**config.mk**
```make
export PLATFORM = sky130hd
export DESIGN_NAME = md_issue_ctrl
export DESIGN_NICKNAME = d
export VERILOG_FILES = /design/src/rtl/md_issue_ctrl.sv
export SDC_FILE = /design/constraint.sdc
export NUM_CORES = 1
export LEC_CHECK = 0
export ABC_AREA = 0
export BUFFER_PORTS_ARGS = -buffer_cell sky130_fd_sc_hd__buf_2
export CORE_MARGIN = 2
export CORE_UTILIZATION = 43
export CTS_CLUSTER_SIZE = 20
export DETAILED_ROUTE_END_ITERATION = 6
export PLACE_DENSITY = 0.76
export SYNTH_ARGS = -nofsm -noshare
export SYNTH_HDL_FRONTEND = slang
export SYNTH_SLANG_ARGS = --single-unit
```
**constraint.sdc**
```tcl
create_clock -name clk -period 2.2 [get_ports clk]
set_clock_uncertainty 0.2 [all_clocks]
set_input_delay 0.44 -clock clk [delete_from_list [all_inputs] [get_ports clk]]
set_output_delay 0.44 -clock clk [all_outputs]
set_load 0.01 [all_outputs]
```
**src/rtl/md_issue_ctrl.sv**
```systemverilog
// E-stage issue controller for the HI/LO multiply/divide unit: owns the E slot,
// drives unit start strobes, and keeps a shadow busy countdown for the D-stage stall.
module md_issue_ctrl #(
    parameter int MUL_LAT = 5,
    parameter int DIV_LAT = 10,
    parameter int CNT_W   = 4
) (
    input  logic             clk,
    input  logic             reset,
    input  logic             d_valid,
    input  logic [3:0]       d_op,
    input  logic [31:0]      d_a,
    input  logic [31:0]      d_b,
    input  logic             flush_e,
    input  logic             req,
    input  logic             md_busy,
    output logic             stall_d,
    output logic             md_mul,
    output logic             md_div,
    output logic [3:0]       md_op,
    output logic [31:0]      md_a,
    output logic [31:0]      md_b,
    output logic             e_is_mf,
    output logic [CNT_W-1:0] cnt,
    output logic [31:0]      stall_cycles,
    output logic             sync_err
);

    localparam logic [3:0] OP_MULT  = 4'd1;
    localparam logic [3:0] OP_MULTU = 4'd2;
    localparam logic [3:0] OP_DIV   = 4'd3;
    localparam logic [3:0] OP_DIVU  = 4'd4;
    localparam logic [3:0] OP_MFHI  = 4'd5;
    localparam logic [3:0] OP_MFLO  = 4'd6;
    localparam logic [3:0] OP_MTLO  = 4'd8;

    logic d_md;
    logic e_start;
    logic shadow_busy;

    assign d_md        = d_valid && (d_op >= OP_MULT) && (d_op <= OP_MTLO);
    assign e_start     = (md_op >= OP_MULT) && (md_op <= OP_DIVU);
    assign shadow_busy = (cnt != '0);

    // Every HI/LO-class op, including mf/mt, waits for a starting or running mult/div.
    assign stall_d = d_md && (e_start || shadow_busy);

    // Strobes are not gated by req; the unit qualifies its own state with req.
    assign md_mul  = (md_op == OP_MULT) || (md_op == OP_MULTU);
    assign md_div  = (md_op == OP_DIV)  || (md_op == OP_DIVU);
    assign e_is_mf = (md_op == OP_MFHI) || (md_op == OP_MFLO);

    always_ff @(posedge clk) begin
        if (reset) begin
            md_op <= '0;
            md_a  <= '0;
            md_b  <= '0;
        end else if (req || flush_e || stall_d) begin
            md_op <= '0;
        end else if (d_md) begin
            md_op <= d_op;
            md_a  <= d_a;
            md_b  <= d_b;
        end else begin
            md_op <= '0;
        end
    end

    // An op already in flight is not cancelled by req; only the start is.
    always_ff @(posedge clk) begin
        if (reset)
            cnt <= '0;
        else if (e_start && !req)
            cnt <= md_mul ? CNT_W'(MUL_LAT) : CNT_W'(DIV_LAT);
        else if (shadow_busy)
            cnt <= cnt - 1'b1;
    end

    always_ff @(posedge clk) begin
        if (reset)
            stall_cycles <= '0;
        else if (stall_d && !req && (stall_cycles != 32'hFFFF_FFFF))
            stall_cycles <= stall_cycles + 32'd1;
    end

    always_ff @(posedge clk) begin
        if (reset)
            sync_err <= 1'b0;
        else if (md_busy != shadow_busy)
            sync_err <= 1'b1;
    end

endmodule

```
==> reports/metrics.cfg, run 1 <==
[clock_tree]
cts_buffer_depth=2
cts_tree=yes
clk_transition_reported_paths_ns=0.11
cts_num_sinks=105
postCtsHoldBufs=0
h-tree-depth=3
cts_made_buffers=9
clock_latency_ns=0.37
root_buffer=clkbuf_8

[logic_synthesis]
syn-num-nets=596
yosys_warnings=0
synth_top_area_cell=dfxtp_1
synthFlopType=dfxtp_1
ys_ff_latch=105
ys_types=44
synth_edf_count=0
synth_common_cells=nand2_1 (147), dfxtp_1 (105), a21oi_1 (72), nor2_1 (39), xnor2_1 (25)
synth.most_common_cell=nand2_1
syn_inst=519
yosys.area.top_type_share_pct=48.6
mappedNetlistArea_um2=4330
ys_async_sr_fraction_pct=0
ys_top_cells_by_area=dfxtp_1 (49%), nand2_1 (13%), a21oi_1 (8.3%)
avgSynthCellArea_um2=8.34
ys_seq_area_share_pct=48.6

[die]
start_util_pct=44.3
row_count=36
die_y_um=104
die_x_um=104
dieArea_um2=10900
core_um2=9770
pin_count=183

[grt]
grt_usage_pct=20.7
grt_max_degree=63
grt_pass1_vias=4016
grt_pass1_wl_mm=18.7
antenna_found_initial=0
overflow=0

[timing]
drv_slew=0
rsz0062_at_grt=yes
worst_slack_ns=-0.110
max_freq_mhz=433
relSlewSlack_pct=75.6
tightest_slew_ns=0.364
tns_ns=-3.32
min_period_over_period_pct=105
hold_viol=0
whs_ns=0.0862
finalSetupViolCount=64
fin_crit_ns=2.31

[worst_hold_path]
worstHoldEndpoint=md_a[19]
hp-class=in -> reg
min_path_cells=3
worstHoldStart=d_a[19]

[layout]
syn_to_final_growth_pct=41.9
layout.cells.non_filler=880
drive_above_1_share_pct=40.6
fillers=836
final_util_pct=62.8
nets=819
final_area_um2=6140
n_antenna_cell=0

[status]
violations=negative setup slack
outcome=finished with violations

[placement]
dp_hpwl_mm=8.55
io_buffers=182
dp_cells=854
placed_area_um2=5710
dp_slack_ns=-0.241
place_congestion=0.867

[power_and_ir_drop]
ir_drop_mv=0.380
pwr-share-seq_pct=46.7
switching_share_pct=30.1
p_int_mw=3.07
comb_power_share_pct=27.4
leakagePower_nw=2.64
netSwitchingPower_mw=1.33
p_total_mw=4.40
powerDensity_nw_per_um2=716
p_clk_share_pct=25.9

[route]
vias=4388
wl_per_cell_um=13.5
drt_wl_total_mm=11.9
drtAntennaViolNets=0
drt_first_iter_violations=284
vias_per_cell=4.99
dr.pass1.iters=7
drc=0

[critical_path]
end_kind=flip-flop
cp_data_required_time_ns=2.25
critical_path.startpoint=cnt[1]
reg2reg_slack_ns=-0.11
worstPathMaxFanout=62
crit_type=reg -> reg
critical_path_arrival_ns=2.36
critPathLaunchType=flip-flop
r2r_end=md_b[9]
r2r-start=cnt[1]
rr_worst_depth=8

[job]
maxCapViolations=0

==> area by class of cell <==
type | instances | area (um^2) | area share [%]
Multi-Input combinational cell | 380 | 2230 | 36.3
Sequential cell | 105 | 2110 | 34.4
Timing Repair Buffer | 241 | 1430 | 23.3
Tap cell | 133 | 166 | 2.71
Clock buffer | 10 | 138 | 2.24
Clock inverter | 6 | 48.8 | 0.794
Inverter | 5 | 18.8 | 0.306
==> worst max-delay path, cell delays in order, from the launching register on <==
cell and delay, ns:
dfxtp_2 0.34, inv_2 0.07, ha_4 0.13, nor3b_4 0.24, o31ai_4 0.13, or4_2 0.62, buf_12 0.22, nand2_1 0.12
a21oi_1 0.07
==> cells by family after synthesis <==
| logic type | after synthesis | synth area share, % |
|---|---|---|
| xor+xnor | 32 | 6.47 |
| compound gates | 83 | 10.5 |
| flops | 105 | 48.6 |
| fa+ha+maj | 3 | 0.867 |
| simple gates | 262 | 30.2 |
| buf+inv | 34 | 3.41 |
==> cells in the final DEF, fill, tap and decap left out, types with 3 or more instances in the layout <==
| cell type | Yosys | layout |
|---|---|---|
| clkbuf_8 | 0 | 10 |
| clkinv_4 | 0 | 3 |
| nor3b_2 | 0 | 5 |
| nand2_1 | 147 | 146 |
| nand4_1 | 8 | 8 |
| xnor2_1 | 25 | 25 |
| buf_12 | 0 | 5 |
| a21oi_1 | 72 | 71 |
| nand3_1 | 9 | 9 |
| nor3_1 | 15 | 11 |
| inv_1 | 5 | 3 |
| and3_1 | 4 | 3 |
| nor4_4 | 3 | 5 |
| and4_1 | 4 | 3 |
| xor2_1 | 7 | 7 |
| buf_4 | 2 | 54 |
| nor2_1 | 39 | 39 |
| nor4_2 | 2 | 3 |
| nor4b_4 | 1 | 3 |
| dfxtp_1 | 105 | 97 |
| nor3_2 | 0 | 4 |
| buf_2 | 10 | 180 |
| dfxtp_2 | 0 | 8 |
==> state kept, by name, indices dropped and copies added (netlist names) <==
register / count
md_op: 4
cnt: 4
sync_err: 1
md_a: 32
md_b: 32
stall_cycles: 32
==> metal layers <==
layer | GRT usage [%] | wire [um]
met1 | 25.5 | 5050
met2 | 35.3 | 6000
met3 | 4.64 | 690
met4 | 7.72 | 139
met5 | 0 | 0
==> power groups by stage <==
stage / registers (mW) / logic, mW / clock network [mW]
after detailed placement: 2.10 / 1.03 / 0
after CTS: 2.05 / 1.18 / 1.18
final: 2.05 / 1.20 / 1.14
after floorplan: 2.15 / 0.515 / 0
after global routing: 2.07 / 1.33 / 1.25
after global placement: 2.09 / 1.01 / 0
==> worst max path at each step <==
stage | end | slack, ns | cells past startpoint
4_1_cts | stall_d | -0.13 | 7
5_1_grt | stall_d | -0.20 | 7
3_3_place_gp | md_b[3] | -0.17 | 7
3_5_place_dp | md_b[9] | -0.24 | 7
6_report | md_b[9] | -0.11 | 8
2_1_floorplan | md_b[10] | -0.02 | 9
==> what timing repair did <==
| action | 4_1_cts | 5_1_grt |
|---|---|---|
| pin swaps | 1 | 14 |
| setup endpoints to repair | 63 | 99 |
| gates resized for setup | 9 | 27 |
| buffers inserted | 5 | 5 |
No activity file was read; power rests on OpenSTA's default activity.
==> inputs of run 2 (changes only) <==
--- a/config.mk
+++ b/config.mk
@@ -5,10 +5,10 @@
 export SDC_FILE = /design/constraint.sdc
 export NUM_CORES = 1
 export LEC_CHECK = 0
-export ABC_AREA = 0
+export ABC_AREA = 1
 export BUFFER_PORTS_ARGS = -buffer_cell sky130_fd_sc_hd__buf_2
 export CORE_MARGIN = 2
-export CORE_UTILIZATION = 43
+export CORE_UTILIZATION = 44
 export CTS_CLUSTER_SIZE = 20
 export DETAILED_ROUTE_END_ITERATION = 6
 export PLACE_DENSITY = 0.76
==> run 2 against run 1 <==
The flow now finishes without violations. Via count grew 15%. Synthesized area rose by 11%. Sequential share of layout area decreased by 0.54 points. Sequential power increased by 2%. Utilization down 4.9 points. Total power shrank 6.8%. Clock power barely moved. Largest power group unchanged. Critical path depth stayed put. Non-clock buffer count fell by 28. Global-route usage is 2.5 points higher. Cell area increased by 1.3%. Final cell count increased by 18%.
==> reports/metrics.cfg, run 2 <==
[timing]
max_freq_mhz=485  ; +12%
rsz0062_at_grt=no
whs_ns=0.0855  ; -0.000657 ns
hold_viol=0  ; unchanged
tightest_slew_ns=0.344  ; -0.0198 ns
finalSetupViolCount=0  ; -100%
fin_crit_ns=2.06  ; -0.246 ns
tns_ns=0  ; +3.32 ns
drv_slew=0  ; unchanged
min_period_over_period_pct=93.8  ; -11 points
relSlewSlack_pct=76.9  ; +1.4 points

[logic_synthesis]
avgSynthCellArea_um2=6.90  ; -17%
ys_top_cells_by_area=dfxtp_1 (44%), nor2_1 (15%), nand2_1 (12%)
synthFlopType=dfxtp_1
yosys_warnings=0  ; unchanged
synth.most_common_cell=nor2_1
ys_seq_area_share_pct=43.7  ; -4.9 points
mappedNetlistArea_um2=4810  ; +11%
syn_inst=697  ; +34%
ys_ff_latch=105  ; unchanged
synth_common_cells=nor2_1 (193), nand2_1 (151), dfxtp_1 (105), o21ai_0 (95), a21oi_1 (33)
synth_edf_count=0  ; unchanged
syn-num-nets=774  ; +30%
yosys.area.top_type_share_pct=43.7  ; -4.9 points
synth_top_area_cell=dfxtp_1
ys_types=28  ; -36%
ys_async_sr_fraction_pct=0  ; unchanged

[route]
drtAntennaViolNets=0  ; unchanged
vias_per_cell=4.88  ; -2.1%
vias=5049  ; +15%
dr_wl_met2_mm=6.45  ; +7.5%
dr.pass1.iters=4  ; -3
drt_first_iter_violations=204  ; -28%
wl_met3_mm=1.08  ; +57%
wl_per_cell_um=13.1  ; -3.2%
wl_met1_mm=5.61  ; +11%
topRoutingLayerUsed=met4
drc=0  ; unchanged
drt_wl_total_mm=13.5  ; +14%

[grt]
grt_pass1_wl_mm=21.4  ; +15%
overflow=0  ; unchanged
grt_max_degree=62  ; -1.6%
grt_pass1_vias=4508  ; +12%
antenna_found_initial=1  ; +1
grt_usage_pct=23.2  ; +2.5 points

[clock_tree]
cts_made_buffers=9  ; unchanged
root_buffer=clkbuf_8
cts_buffer_depth=2  ; unchanged
cts_num_sinks=105  ; unchanged
clock_latency_ns=0.38  ; about the same
clk_transition_reported_paths_ns=0.10  ; about the same
h-tree-depth=3  ; unchanged
cts_setup_buffers=0  ; -5
cts_tree=yes

[layout]
top_regs=md_a: 32 flops, md_b: 32 flops, stall_cycles: 32 flops
layout.cells.non_filler=1034  ; +18%
final_common_cell=nor2_1
fillers=1108  ; +33%
multi_input_area_um2=2430  ; +8.8%
drive_above_1_share_pct=27.7  ; -13 points
nets=965  ; +18%
syn_to_final_growth_pct=29.3
seq_area_um2=2110  ; -0.30%
mostFrequentLayoutCells=nor2_1 (193), buf_2 (182), nand2_1 (150)

[critical_path]
rr_worst_depth=11  ; +3
cpMostUsedCell=nand2_1
end_kind=output pin
crit_type=reg -> out
critical_path_arrival_ns=1.42  ; -0.94 ns
cp_data_required_time_ns=1.56  ; -0.69 ns
worstPathMaxFanout=3  ; -95%
cp_slowest_cell=dfxtp_2
critPathLaunchType=flip-flop
crit_chain=inv_2 > ha_1 > nand2_2 > nor2_4 > nand2_1 > nand2_1 > inv_1 > buf_2
crit_path_max_incr_delay_ns=0.37  ; -0.25 ns

[job]
maxCapViolations=0  ; unchanged

[die]
die_y_um=109  ; +4.0%
row_count=38  ; +5.6%
dieArea_um2=11800  ; +8.3%
start_util_pct=44.8  ; +0.48 points
die_x_um=109  ; +4.0%
core_um2=10700  ; +9.9%
pin_count=183  ; unchanged

[placement]
place_congestion=0.919  ; +6.0%
dp_cells=1016  ; +19%
dp_hpwl_mm=9.99  ; +17%
io_buffers=182  ; unchanged

[power_and_ir_drop]
powerDensity_nw_per_um2=659  ; -8.0%
ir_drop_mv=0.393  ; +3.2%
leakagePower_nw=2.92  ; +11%

[status]
outcome=completed

[worst_hold_path]
hp-class=in -> reg
min_path_cells=3  ; unchanged

==> run 2: cell count changes after synthesis, sizes merged, moves of 6 or more <==
cell,before,now
a21oi,72,33
nand3b,1,15
o21ai,2,96
nand4,10,2
nand2,148,154
nor3b,8,0
inv,5,26
nor3,15,1
nor2,39,199
xnor2,25,8
nor4,9,0
==> run 2: area by class of cell <==
cell class / count / share of cell area, %
clock inverters: 6 / 0.925
multi-input cells: 532 / 39.0
inverters: 27 / 1.65
flip-flops and latches: 105 / 33.8
repair buffers: 213 / 19.7
clock buffers: 10 / 2.05
diodes: 1 / 0.0402
well taps: 140 / 2.82
==> run 2: final timing paths <==
path         slack [ns]               to       startpoint
max                0.14          stall_d           cnt[0]
min                0.09         md_op[1]          d_op[1]
max reg2reg        0.19  stall_cycles[1]  stall_cycles[1]
min reg2reg        0.29         md_b[29]         md_b[29]
==> run 2: stage by stage <==
step | area (um^2) | worst slack [ns] | power [mW] | util (%)
after floorplan | 4810 | 0.218 | 2.64 | -
after global placement | 6000 | 0.143 | 2.94 | 55.9
after detailed placement | 6000 | 0.0917 | 2.95 | 55.9
after CTS | 6190 | 0.0280 | 4.11 | 57.6
after global routing | 6220 | 0.00246 | 4.35 | 57.9
final | 6220 | 0.136 | 4.10 | 57.9
==> run 2: routing by layer <==
layer,vias to the layer above,global-route usage (%)
met5,-,0
met2,179,38.4
met3,28,7.72
met1,2248,27.6
met4,0,9.34
li1,2594,-
==> run 2: critical path, delay by kind of cell (launching register included) <==
family | cells | cell delay [ns]
buffers and inverters | 3 | 0.22
and+or+nand+nor | 4 | 0.27
DFF | 1 | 0.37
adders and majority gates | 1 | 0.19
==> run 2: timing repair <==
| action | 4_1_cts | 5_1_grt |
|---|---|---|
| hold buffers | 0 | 0 |
| endpoints found under the setup margin | 0 | 20 |
| resized for setup | 0 | 6 |
==> run 2: cell families after synthesis <==
| group | Yosys count | share of synthesized area, % |
|---|---|---|
| AO/OA/AOI/OAI | 131 | 13.7 |
| XOR/XNOR | 19 | 3.46 |
| adder cells (fa/ha/maj) | 3 | 0.780 |
| buffers and inverters | 60 | 5.93 |
| flip-flops | 105 | 43.7 |
| AND/OR/NAND/NOR | 379 | 32.4 |
==> run 2: power by group <==
| group | switching, mW | leakage [nW] | total (mW) | internal [mW] |
|---|---|---|---|---|
| Sequential | 0.0768 | 0.852 | 2.09 | 2.01 |
| Combinational | 0.473 | 1.98 | 0.843 | 0.370 |
| Clock | 0.727 | 0.0953 | 1.17 | 0.441 |
| Total | 1.28 | 2.92 | 4.10 | 2.82 |
